==> src/rtl/servo_sched_pkg.sv <==
// Shared flight-control definitions: scheduler state encodings and datapath widths.
package servo_sched_pkg;

    localparam int FRAME_CNT_W = 16;
    localparam int CMD_W       = 10;

    typedef enum logic [1:0] {
        ST_DISARMED = 2'd0,
        ST_ARMING   = 2'd1,
        ST_ARMED    = 2'd2,
        ST_FAILSAFE = 2'd3
    } state_t;

endpackage

==> src/rtl/servo_slew.sv <==
// One channel of slew limiting: step current toward target by at most i_step,
// never overshooting. Arithmetic is one bit wider than the command.
module servo_slew
    import servo_sched_pkg::*;
(
    input  logic [CMD_W-1:0] i_current,
    input  logic [CMD_W-1:0] i_target,
    input  logic [CMD_W-1:0] i_step,
    output logic [CMD_W-1:0] o_next
);

    logic [CMD_W:0] w_up;
    logic [CMD_W:0] w_dn;
    logic [CMD_W:0] w_tgt;

    assign w_tgt = {1'b0, i_target};
    assign w_up  = {1'b0, i_current} + {1'b0, i_step};
    assign w_dn  = {1'b0, i_current} - {1'b0, i_step};

    // w_dn[CMD_W] set means current - step went below zero
    always_comb begin
        o_next = i_current;
        if (i_target > i_current) begin
            if (w_up > w_tgt) o_next = i_target;
            else              o_next = w_up[CMD_W-1:0];
        end else if (i_target < i_current) begin
            if (w_dn[CMD_W] || (w_dn < w_tgt)) o_next = i_target;
            else                               o_next = w_dn[CMD_W-1:0];
        end
    end

endmodule

==> src/rtl/servo_sched.sv <==
// Servo command scheduler: arms on a held request, slews per-channel commands once
// per frame, and falls back to a fixed failsafe command when writes stop arriving.
module servo_sched
    import servo_sched_pkg::*;
#(
    parameter int               NCH            = 4,
    parameter logic [CMD_W-1:0] SLEW_STEP      = 10'd16,
    parameter int               ARM_FRAMES     = 4,
    parameter int               TIMEOUT_FRAMES = 8,
    parameter logic [CMD_W-1:0] FAILSAFE_CMD   = 10'd0,
    parameter int               FRAME_W        = FRAME_CNT_W
) (
    input  logic                 i_clk,
    input  logic                 i_rst,
    input  logic                 i_wr,
    input  logic [1:0]           i_wr_ch,
    input  logic [CMD_W-1:0]     i_wr_data,
    input  logic                 i_arm,
    output logic [NCH*CMD_W-1:0] o_cmd,
    output logic                 o_frame,
    output logic [1:0]           o_state,
    output logic                 o_failsafe
);

    localparam int AW = $clog2(ARM_FRAMES + 1);
    localparam int TW = $clog2(TIMEOUT_FRAMES + 1);
    localparam logic [AW-1:0]      ARM_LAST  = AW'(ARM_FRAMES - 1);
    localparam logic [TW-1:0]      TMO_LAST  = TW'(TIMEOUT_FRAMES - 1);
    localparam logic [FRAME_W-1:0] FRAME_PRE = {{(FRAME_W-1){1'b1}}, 1'b0};

    state_t                      r_state;
    logic [AW-1:0]               r_arm_cnt;
    logic [TW-1:0]               r_tmo_cnt;
    logic                        r_failsafe;
    logic                        r_frame;
    logic [FRAME_W-1:0]          r_frame_cnt;
    logic [NCH-1:0][CMD_W-1:0]   r_cmd;
    logic [NCH-1:0][CMD_W-1:0]   r_target;
    logic [CMD_W-1:0]            w_slew     [NCH];
    logic [CMD_W-1:0]            w_slew_cur [NCH];
    logic                        w_wr_valid;

    assign w_wr_valid = i_wr && (int'(i_wr_ch) < NCH);

    assign o_cmd      = r_cmd;
    assign o_frame    = r_frame;
    assign o_state    = r_state;
    assign o_failsafe = r_failsafe;

    // r_frame is high exactly while the counter holds all-ones
    always_ff @(posedge i_clk or posedge i_rst) begin
        if (i_rst) begin
            r_frame_cnt <= '0;
            r_frame     <= 1'b0;
        end else begin
            r_frame_cnt <= r_frame_cnt + 1'b1;
            r_frame     <= (r_frame_cnt == FRAME_PRE);
        end
    end

    always_ff @(posedge i_clk or posedge i_rst) begin
        if (i_rst) begin
            r_target <= '0;
        end else if (w_wr_valid) begin
            r_target[i_wr_ch] <= i_wr_data;
        end
    end

    // Slew starts from zero on the frame that enters ARMED
    for (genvar g = 0; g < NCH; g++) begin : g_ch
        assign w_slew_cur[g] = (r_state == ST_ARMED) ? r_cmd[g] : '0;
        servo_slew u_slew (
            .i_current (w_slew_cur[g]),
            .i_target  (r_target[g]),
            .i_step    (SLEW_STEP),
            .o_next    (w_slew[g])
        );
    end

    always_ff @(posedge i_clk or posedge i_rst) begin
        if (i_rst) begin
            r_state    <= ST_DISARMED;
            r_arm_cnt  <= '0;
            r_tmo_cnt  <= '0;
            r_failsafe <= 1'b0;
            r_cmd      <= '0;
        end else begin
            if (w_wr_valid) r_tmo_cnt <= '0;
            if (r_frame) begin
                case (r_state)
                    ST_DISARMED: begin
                        r_cmd <= '0;
                        if (i_arm) begin
                            r_state   <= ST_ARMING;
                            r_arm_cnt <= AW'(1);
                        end
                    end
                    ST_ARMING: begin
                        if (!i_arm) begin
                            r_state   <= ST_DISARMED;
                            r_arm_cnt <= '0;
                            r_cmd     <= '0;
                        end else if (r_arm_cnt == ARM_LAST) begin
                            r_state   <= ST_ARMED;
                            r_arm_cnt <= '0;
                            r_tmo_cnt <= '0;
                            for (int i = 0; i < NCH; i++) r_cmd[i] <= w_slew[i];
                        end else begin
                            r_arm_cnt <= r_arm_cnt + 1'b1;
                            r_cmd     <= '0;
                        end
                    end
                    ST_ARMED: begin
                        // Disarm wins over a timeout landing on the same frame
                        if (!i_arm) begin
                            r_state <= ST_DISARMED;
                            r_cmd   <= '0;
                        end else if (!w_wr_valid && (r_tmo_cnt >= TMO_LAST)) begin
                            r_state    <= ST_FAILSAFE;
                            r_failsafe <= 1'b1;
                            r_tmo_cnt  <= TW'(TIMEOUT_FRAMES);
                            r_cmd      <= {NCH{FAILSAFE_CMD}};
                        end else begin
                            for (int i = 0; i < NCH; i++) r_cmd[i] <= w_slew[i];
                            if (!w_wr_valid) r_tmo_cnt <= r_tmo_cnt + 1'b1;
                        end
                    end
                    ST_FAILSAFE: begin
                        if (!i_arm) begin
                            r_state    <= ST_DISARMED;
                            r_failsafe <= 1'b0;
                            r_cmd      <= '0;
                        end else begin
                            r_cmd <= {NCH{FAILSAFE_CMD}};
                        end
                    end
                    default: r_state <= ST_DISARMED;
                endcase
            end
        end
    end

endmodule

==> config.mk <==
export PLATFORM = sky130hd
export DESIGN_NAME = servo_sched
export DESIGN_NICKNAME = d
export VERILOG_FILES = /design/src/rtl/servo_sched_pkg.sv /design/src/rtl/servo_slew.sv /design/src/rtl/servo_sched.sv
export SDC_FILE = /design/constraint.sdc
export NUM_CORES = 1
export LEC_CHECK = 0
export ABC_AREA = 0
export CORE_MARGIN = 2
export CORE_UTILIZATION = 35
export DETAILED_ROUTE_END_ITERATION = 10
export PLACE_DENSITY_LB_ADDON = 0.12
export SYNTH_ARGS = -nofsm -noshare
export SYNTH_HDL_FRONTEND = slang
export SYNTH_SLANG_ARGS = --single-unit
export TNS_END_PERCENT = 5
==> constraint.sdc <==
create_clock -name i_clk -period 8.9 [get_ports i_clk]
set_clock_uncertainty 0.1 [all_clocks]
set_input_delay 1.78 -clock i_clk [delete_from_list [all_inputs] [get_ports i_clk]]
set_output_delay 1.78 -clock i_clk [all_outputs]
set_load 0.02 [all_outputs]
# Yosys cells after proc, flatten, opt, wreduce, memory -nomap -nowiden
# Index checks and enable logic that the tools add are counted.
totals:
  regBits: 107
  in_bits: 16
  out_inout_bits: 44
op_classes:
  add_sub_neg: 11
  n_lt_le_gt_ge: 19
  eq_ne: 11
  mux: 51
  reduce_logical: 14
ops:
  columns: ["op", "count"]
  rows:
  - ["two-way mux 10 bit", 21]
  - ["two-way mux 40 bit", 4]
  - ["one-hot mux 40 bit (3 select lines)", 1]
  - ["adder 10 x 5 -> 11 bit, second input constant", 4]
  - ["greater-than comparator 11 x 10 -> 1 bit", 4]
  - ["< comparator 11 x 10 -> 1 bit", 4]
  - ["subtractor 10 x 5 -> 11 bit, second input constant", 4]
  - ["bitwise mux 40 bit", 1]
  - ["greater-than comparator 10 bit", 4]
  - ["< comparator 10 bit", 4]
  - ["two-way mux 4 bit", 7]
  - ["demux 10 bit (select 2 bit)", 1]
  - ["adder 16 x 1 -> 16 bit, second input constant", 1]
  - ["equality test 16 bit, second input constant", 1]
  - ["two-way mux 2 bit", 6]
  - ["AND reduction 5 bit", 2]
  - ["two-way mux 3 bit", 3]
  - ["one-hot mux 2 bit (4 select lines)", 1]
  - ["one-hot mux 4 bit (2 select lines)", 1]
  - ["!= test 2 bit, second input constant", 3]
  - ["one-hot mux 3 bit (2 select lines)", 1]
  - ["adder 4 x 1 -> 4 bit, second input constant", 1]
  - ["equality test 2 bit, second input constant", 2]
  - ["greater-or-equal comparator 4 x 3 -> 1 bit, second input constant", 1]
  - ["other kinds (17)", 24]

# Depth between registers and ports, before layout
depth:
  depth_word: 11
  mapped_depth: 21
  mapped_depth_nobuf: 16

# By module
# A second synthesis with hierarchy kept.
hier_totals:
  cells_unflattened: 1523
  area_unflattened_um2: 13207.7
modules_own_cells:
  columns: ["mod", "n_inst", "cells_each", "area_per_inst_um2", "seq_area_each_um2"]
  rows:
  - ["servo_sched", 1, 448, 5079.9, 2677.6]
  - ["servo_slew (g_ch[1].u_slew)", 1, 279, 2100.8, 0.0]
  - ["servo_slew (g_ch[2].u_slew)", 1, 276, 2058.2, 0.0]
  - ["servo_slew (g_ch[0].u_slew)", 1, 262, 2015.7, 0.0]
  - ["servo_slew (g_ch[3].u_slew)", 1, 258, 1953.1, 0.0]

# Worst setup path before layout
# OpenSTA, ideal clock, no wires.
synth_timing:
  kind: "register to register"
  startpoint: "register r_state[0], in the netlist o_state[0]"
  endpoint: "register r_cmd, in the netlist o_cmd[0]"
  t_arrival_ps: 3977
  path_slack_ps: 4702
  stages_incl_launch_ff: 20
  n_path_buf: 5
  period_less_slack_ps: 4198
  cell_sequence: "dfrtp_1 -> inv_1 -> ha_1 -> buf_4 -> buf_2 -> clkbuf_1 -> clkbuf_1 -> clkbuf_1 -> nand2_1 -> ha_1 -> nand3_1 -> xnor2_1 -> inv_1 -> ha_1 -> and4_1 -> a221oi_4 -> o21ai_2 -> a21boi_4 -> a31o_1 -> a22o_1"
synth_via:
  elab_chain_cells: 11
  word_cells_on_any_way: 22
  cone_classes: "add/sub (2); order compare (4); eq/ne (3); mux (10); reduce/logical (3)"
synth_rtl:
  columns: ["item", "line_no", "rtl"]
  rows:
  - ["from (decl)", "servo_sched.sv:31", "state_t r_state;"]
  - ["from (signal assigned)", "servo_sched.sv:82", "r_state <= ST_DISARMED;"]
  - ["from (signal assigned)", "servo_sched.sv:94", "r_state <= ST_ARMING;"]
  - ["from (signal assigned)", "servo_sched.sv:100", "r_state <= ST_DISARMED;"]
  - ["equality test 2 bit", "servo_sched.sv:71, servo_sched.sv:90", null]
  - ["two-way mux 10 bit", "servo_sched.sv:71", "assign w_slew_cur[g] = (r_state == ST_ARMED) ? r_cmd[g] : '0;"]
  - ["subtractor 10 x 5 -> 11 bit", "servo_slew.sv:18", "assign w_dn = {1'b0, i_current} - {1'b0, i_step};"]
  - ["< comparator 11 x 10 -> 1 bit", "servo_slew.sv:27", "if (w_dn[CMD_W] || (w_dn < w_tgt)) o_next = i_target;"]
  - ["logical OR 1 bit", "servo_slew.sv:27", null]
  - ["two-way mux 10 bit", "servo_slew.sv:27", null]
  - ["two-way mux 10 bit", "servo_slew.sv:26", "end else if (i_target < i_current) begin"]
  - ["two-way mux 10 bit", "servo_slew.sv:23", "if (i_target > i_current) begin"]
  - ["two-way mux 40 bit (on tied branches)", "servo_sched.sv:118, servo_sched.sv:103", null]
  - ["two-way mux 40 bit (on tied branches)", "servo_sched.sv:115, servo_sched.sv:99", null]
  - ["one-hot mux 40 bit (3 select lines) (*)", "servo_sched.sv:90", "case (r_state)"]
  - ["to (signal assigned)", "servo_sched.sv:122", "r_cmd <= {NCH{FAILSAFE_CMD}};"]
  - ["to (signal assigned)", "servo_sched.sv:134", "r_cmd <= {NCH{FAILSAFE_CMD}};"]
  - ["to (decl)", "servo_sched.sv:37", "logic [NCH-1:0][CMD_W-1:0] r_cmd;"]
# Mark *: on every way between the ends. The rest lies on a longest branch, timed or not.
# A chain may end at the register's enable or synchronous reset.

# Worst setup path after layout
layout_timing:
  startpoint: "register r_state[0], in the netlist o_state[0]"
  endpoint: "register r_cmd, in the netlist o_cmd[34]"
# The elaborated chain is that of the path after synthesis.

==> results.md <==
- The clock net in this run drives a total of between 100 and 150 sinks.
- Of all nets on the critical path, the largest fanout is 49.
- TritonCTS built the clock tree.
- The final critical path takes up 56.7% of the cycle.
- Dividing total power by cell area gives a power density of approximately 140 nW/um2.
- The count of buffers added on input and output ports is 59.
- The number of nets in the layout is 1,134.
- Synthesis handed over a netlist of a little under 1,000 instances.
- The number of flops mapped to enable cells by yosys is 0.
- In this run, synthesis produced a sequential element count of 107.
- The wire length reported by the detailed router is 23,700 um.
- The area of the die is 26,200 um2.
- The startpoint of the lowest-slack register-to-register path is o_state[0].
- In this run the biggest area consumer among cell types represents a little under a third of the synthesized area.
- After synthesis, the cell types taking the most area are dfrtp_1 31%, ha_1 17%, nand2_1 4.0%.
- The final core utilization is about 40%.
- The worst setup slack for register-to-register paths is roughly 3900 ps.
- Setup repair after global routing left no endpoint under its margin.
- After legalization and detailed placement, the total HPWL measured 18,000 um.
- The number of antenna diodes in the final layout is 0.
- The initial antenna violation count was 0.
- At the later pin of the worst-skew pair, clock insertion delay measures 360 ps.
- The critical path data arrival time is just over 5000 ps.
- After clock tree synthesis, the clock-pin slew on the worst setup and hold paths is about 80 ps.
- Sequential cells burn about two fifths of the power.
- The number of iterations in the first detailed-routing pass is 5.
- For this design the total switching power over the nets is approximately 460 uW.
- The leakage component of the power is between 4 and 5 nW.
- The reg-to-reg endpoint is o_cmd[34].
- The die is 162 um wide.
- The initial core utilization is between 30% and 40%.
- The time the worst path needs with I/O delays and setup is between 5000 and 6000 ps.
- The number of placement rows is 57.
- Based on the critical path, the design can be clocked at up to 198 MHz.
- The net count after synthesis is between 1,000 and 1,500.
- The number of antenna-violating nets in the routed design is 0.
- The most critical setup path has its endpoint at o_cmd[34].
- The startpoint-to-endpoint class of the critical path is reg -> reg.
- The count of unique library cells instantiated by Yosys is 78.
- The largest voltage drop on the vdd net is 0.0948 mV.
- The total standard cell area after synthesis is between 8000 and 9000 um2.
- The via count normalized by instance count is approximately 5.5.
- The leading cell type by number of instances after synthesis is ha_1.
- The required time of the critical path is about 9000 ps.
- In this run the post-CTS setup repair buffer count came out at 0.
- The wire length of the first global-routing pass is around 38,000 um.
- The internal power of the cells is ~900 uW.
- The number of hold-repair buffers added at the cts stage is 0.
- The maximum level of the CTS H-tree is 3.
- Per report_power, the clock group accounts for between 30% and 40% of the total.
- The combinational power share is about 28%.
- The switching share of total power is 33.9%.
- The most instantiated flip-flop cell in the synthesis netlist is dfrtp_1.
- Cells with a size suffix above 1 make up about 7.3% of the layout.
- No sink is reached through more buffers than the 2 on the longest clock path.
- The total clock buffers created by CTS is 9.
- The count of final setup violators is 0.
- The launch point of the critical path is o_state[0].
- The category of the worst setup path capture point is a flip-flop.
- Averaged over all synthesized cells, the footprint is 9.09 um2.
- The die is about 160 um tall.
- For this design the top-level I/O count stands at 60.
- The number of global-route vias before repair came to between 7,000 and 8,000.
- The total via count after detailed routing is 7,310.
- The total overflow left after global routing is 0.
- The count of warnings emitted by yosys is 0.
- The detailed router's first-iteration violation count is between 400 and 500.
- After detailed routing, the number of remaining DRC violations is 0.
- The maximum number of pins on one net before global-route repair is slightly below 70.
- The async set-or-reset flop fraction in the synthesized netlist is 100%.
- The final-report hold violation count was 0.
- The flow ran to the end, and the final reports show no timing, DRC or antenna violations.
- The cell type with the largest total area after synthesis is dfrtp_1.
- Across the run, the number of max-cap violations was 0.
- The transition at the pin with the smallest max-transition slack is 1070 ps.
- The setup TNS is 0 ps.
- Measured against its own limit, the worst slew margin works out to about 28%.
- The growth of design area from synthesis to finish is 13.6%.
- The clock root buffer is clkbuf_16.
- At the end of routability-driven placement, the weighted congestion stood at 0.861.
- The worst register-to-register path has a depth of 17.
- The max-slew violation count is 0.
- The type of element launching the critical path is a flip-flop.
- The count of cells resized by post-cts repair is 0.
- In the synthesized netlist, the cells that appear most often are 116 x ha_1, 107 x dfrtp_1, 94 x nand2_1, 83 x inv_1, 46 x a21oi_1.
- The core region area is 24,400 um2.
- Dividing the detail-routed wire length by the instance count gives 17.8 um.
- Sequential cells were found to cover a little under a third of the synthesized design area.
- The overall global routing resource usage is ~18%.
- The type of the worst min-delay path is reg -> reg.
==> layer usage <==
metal / GRT usage (%) / vias up / wire [um]
met1: 26.2 / 3548 / 11600
met3: 2.63 / 20 / 853
met4: 4.14 / 0 / 261
li1: - / 3587 / -
met5: 0 / - / 0
met2: 29.3 / 155 / 11000
==> worst min-delay path by stage <==
stage / slack (ps) / to / cells after the start / from
floorplan: 340 / r_frame_cnt[13] / 1 / r_frame_cnt[13]
global placement: 360 / r_frame_cnt[11] / 1 / r_frame_cnt[11]
detailed placement: 360 / r_frame_cnt[13] / 1 / r_frame_cnt[13]
CTS: 370 / r_frame_cnt[6] / 1 / r_frame_cnt[6]
global route: 390 / r_frame_cnt[11] / 1 / r_frame_cnt[11]
finish: 360 / r_frame_cnt[13] / 1 / r_frame_cnt[13]
==> sequential cells by signal, indices dropped and copies added (netlist names) <==
register and count:
o_cmd 40, o_frame 1, o_state 2, r_frame_cnt 16, r_arm_cnt 3, r_tmo_cnt 4, o_failsafe 1, r_target 40
==> area by class of cell <==
cell class              instances  area (um2)
clock buffers                   9         225
clock inverters                 7        82.6
fillers                      2499       14500
inverters                      83         314
multi-input cells             739        5610
flip-flops and latches        107        2680
well taps                     324         405
repair buffers                 62         613
==> critical path, stage by stage, from the launching register on <==
cell      delay [ps]
dfrtp_1          420
inv_1            120
ha_2             640
buf_4            610
nand2_1          210
inv_1            100
ha_1             180
nand2_1           60
nor2_1           160
xnor2_1          170
ha_1             300
a21o_1           190
a211o_1          300
a311oi_1         240
o21a_1           400
o21ai_1          160
and2_1           240
a221o_1          330
==> through the flow <==
stage / power (mW) / instance area, um2 / worst slack [ps] / hold WS [ps] / cells
floorplan: 0.846 / 8740 / 4200 / 338 / 961
global placement: 0.954 / 9620 / 3940 / 356 / 1315
detailed placement: 0.950 / 9620 / 3840 / 356 / 1315
CTS: 1.38 / 9920 / 3850 / 369 / 1331
global route: 1.45 / 9920 / 3520 / 391 / 1331
finish: 1.36 / 9920 / 3850 / 363 / 1331
==> placed cells by master (no fill, tap or decap), types with 13 or more instances in the layout <==
| cell | count |
|---|---|
| ha_1 | 115 |
| dfrtp_1 | 107 |
| nand2_1 | 94 |
| inv_1 | 82 |
| clkdlybuf4s50_1 | 59 |
| a21oi_1 | 46 |
| nor2_1 | 36 |
| nand3_1 | 35 |
| xnor2_1 | 33 |
| o21ai_0 | 32 |
| mux2_2 | 30 |
| a22o_1 | 25 |
| nor3_1 | 19 |
| nand4_1 | 18 |
| and2_1 | 17 |
| nand2b_1 | 17 |
| a21o_1 | 15 |
| and3_1 | 15 |
| xor2_1 | 15 |
| a211oi_1 | 13 |
| o21ai_1 | 13 |
==> power groups by stage <==
stage                     Combinational [mW]  Clock (mW)  Sequential [mW]
after floorplan                        0.292           0            0.553
after global placement                 0.382           0            0.572
after detailed placement               0.378           0            0.572
after CTS                              0.380       0.437            0.562
after global routing                   0.429       0.455            0.567
final                                  0.380       0.422            0.562
==> cell families (layout without fill, tap and decap cells) <==
kind of cell,after synthesis,count (layout),synth area share (%)
simple gates,289,289,16.6
compound gates,245,245,20.9
fa+ha+maj,116,116,16.6
buf+inv,115,161,5.27
flops,107,107,30.6
xor+xnor,48,48,4.81
mux,41,41,5.14
Power figures use the tool's default switching activity.
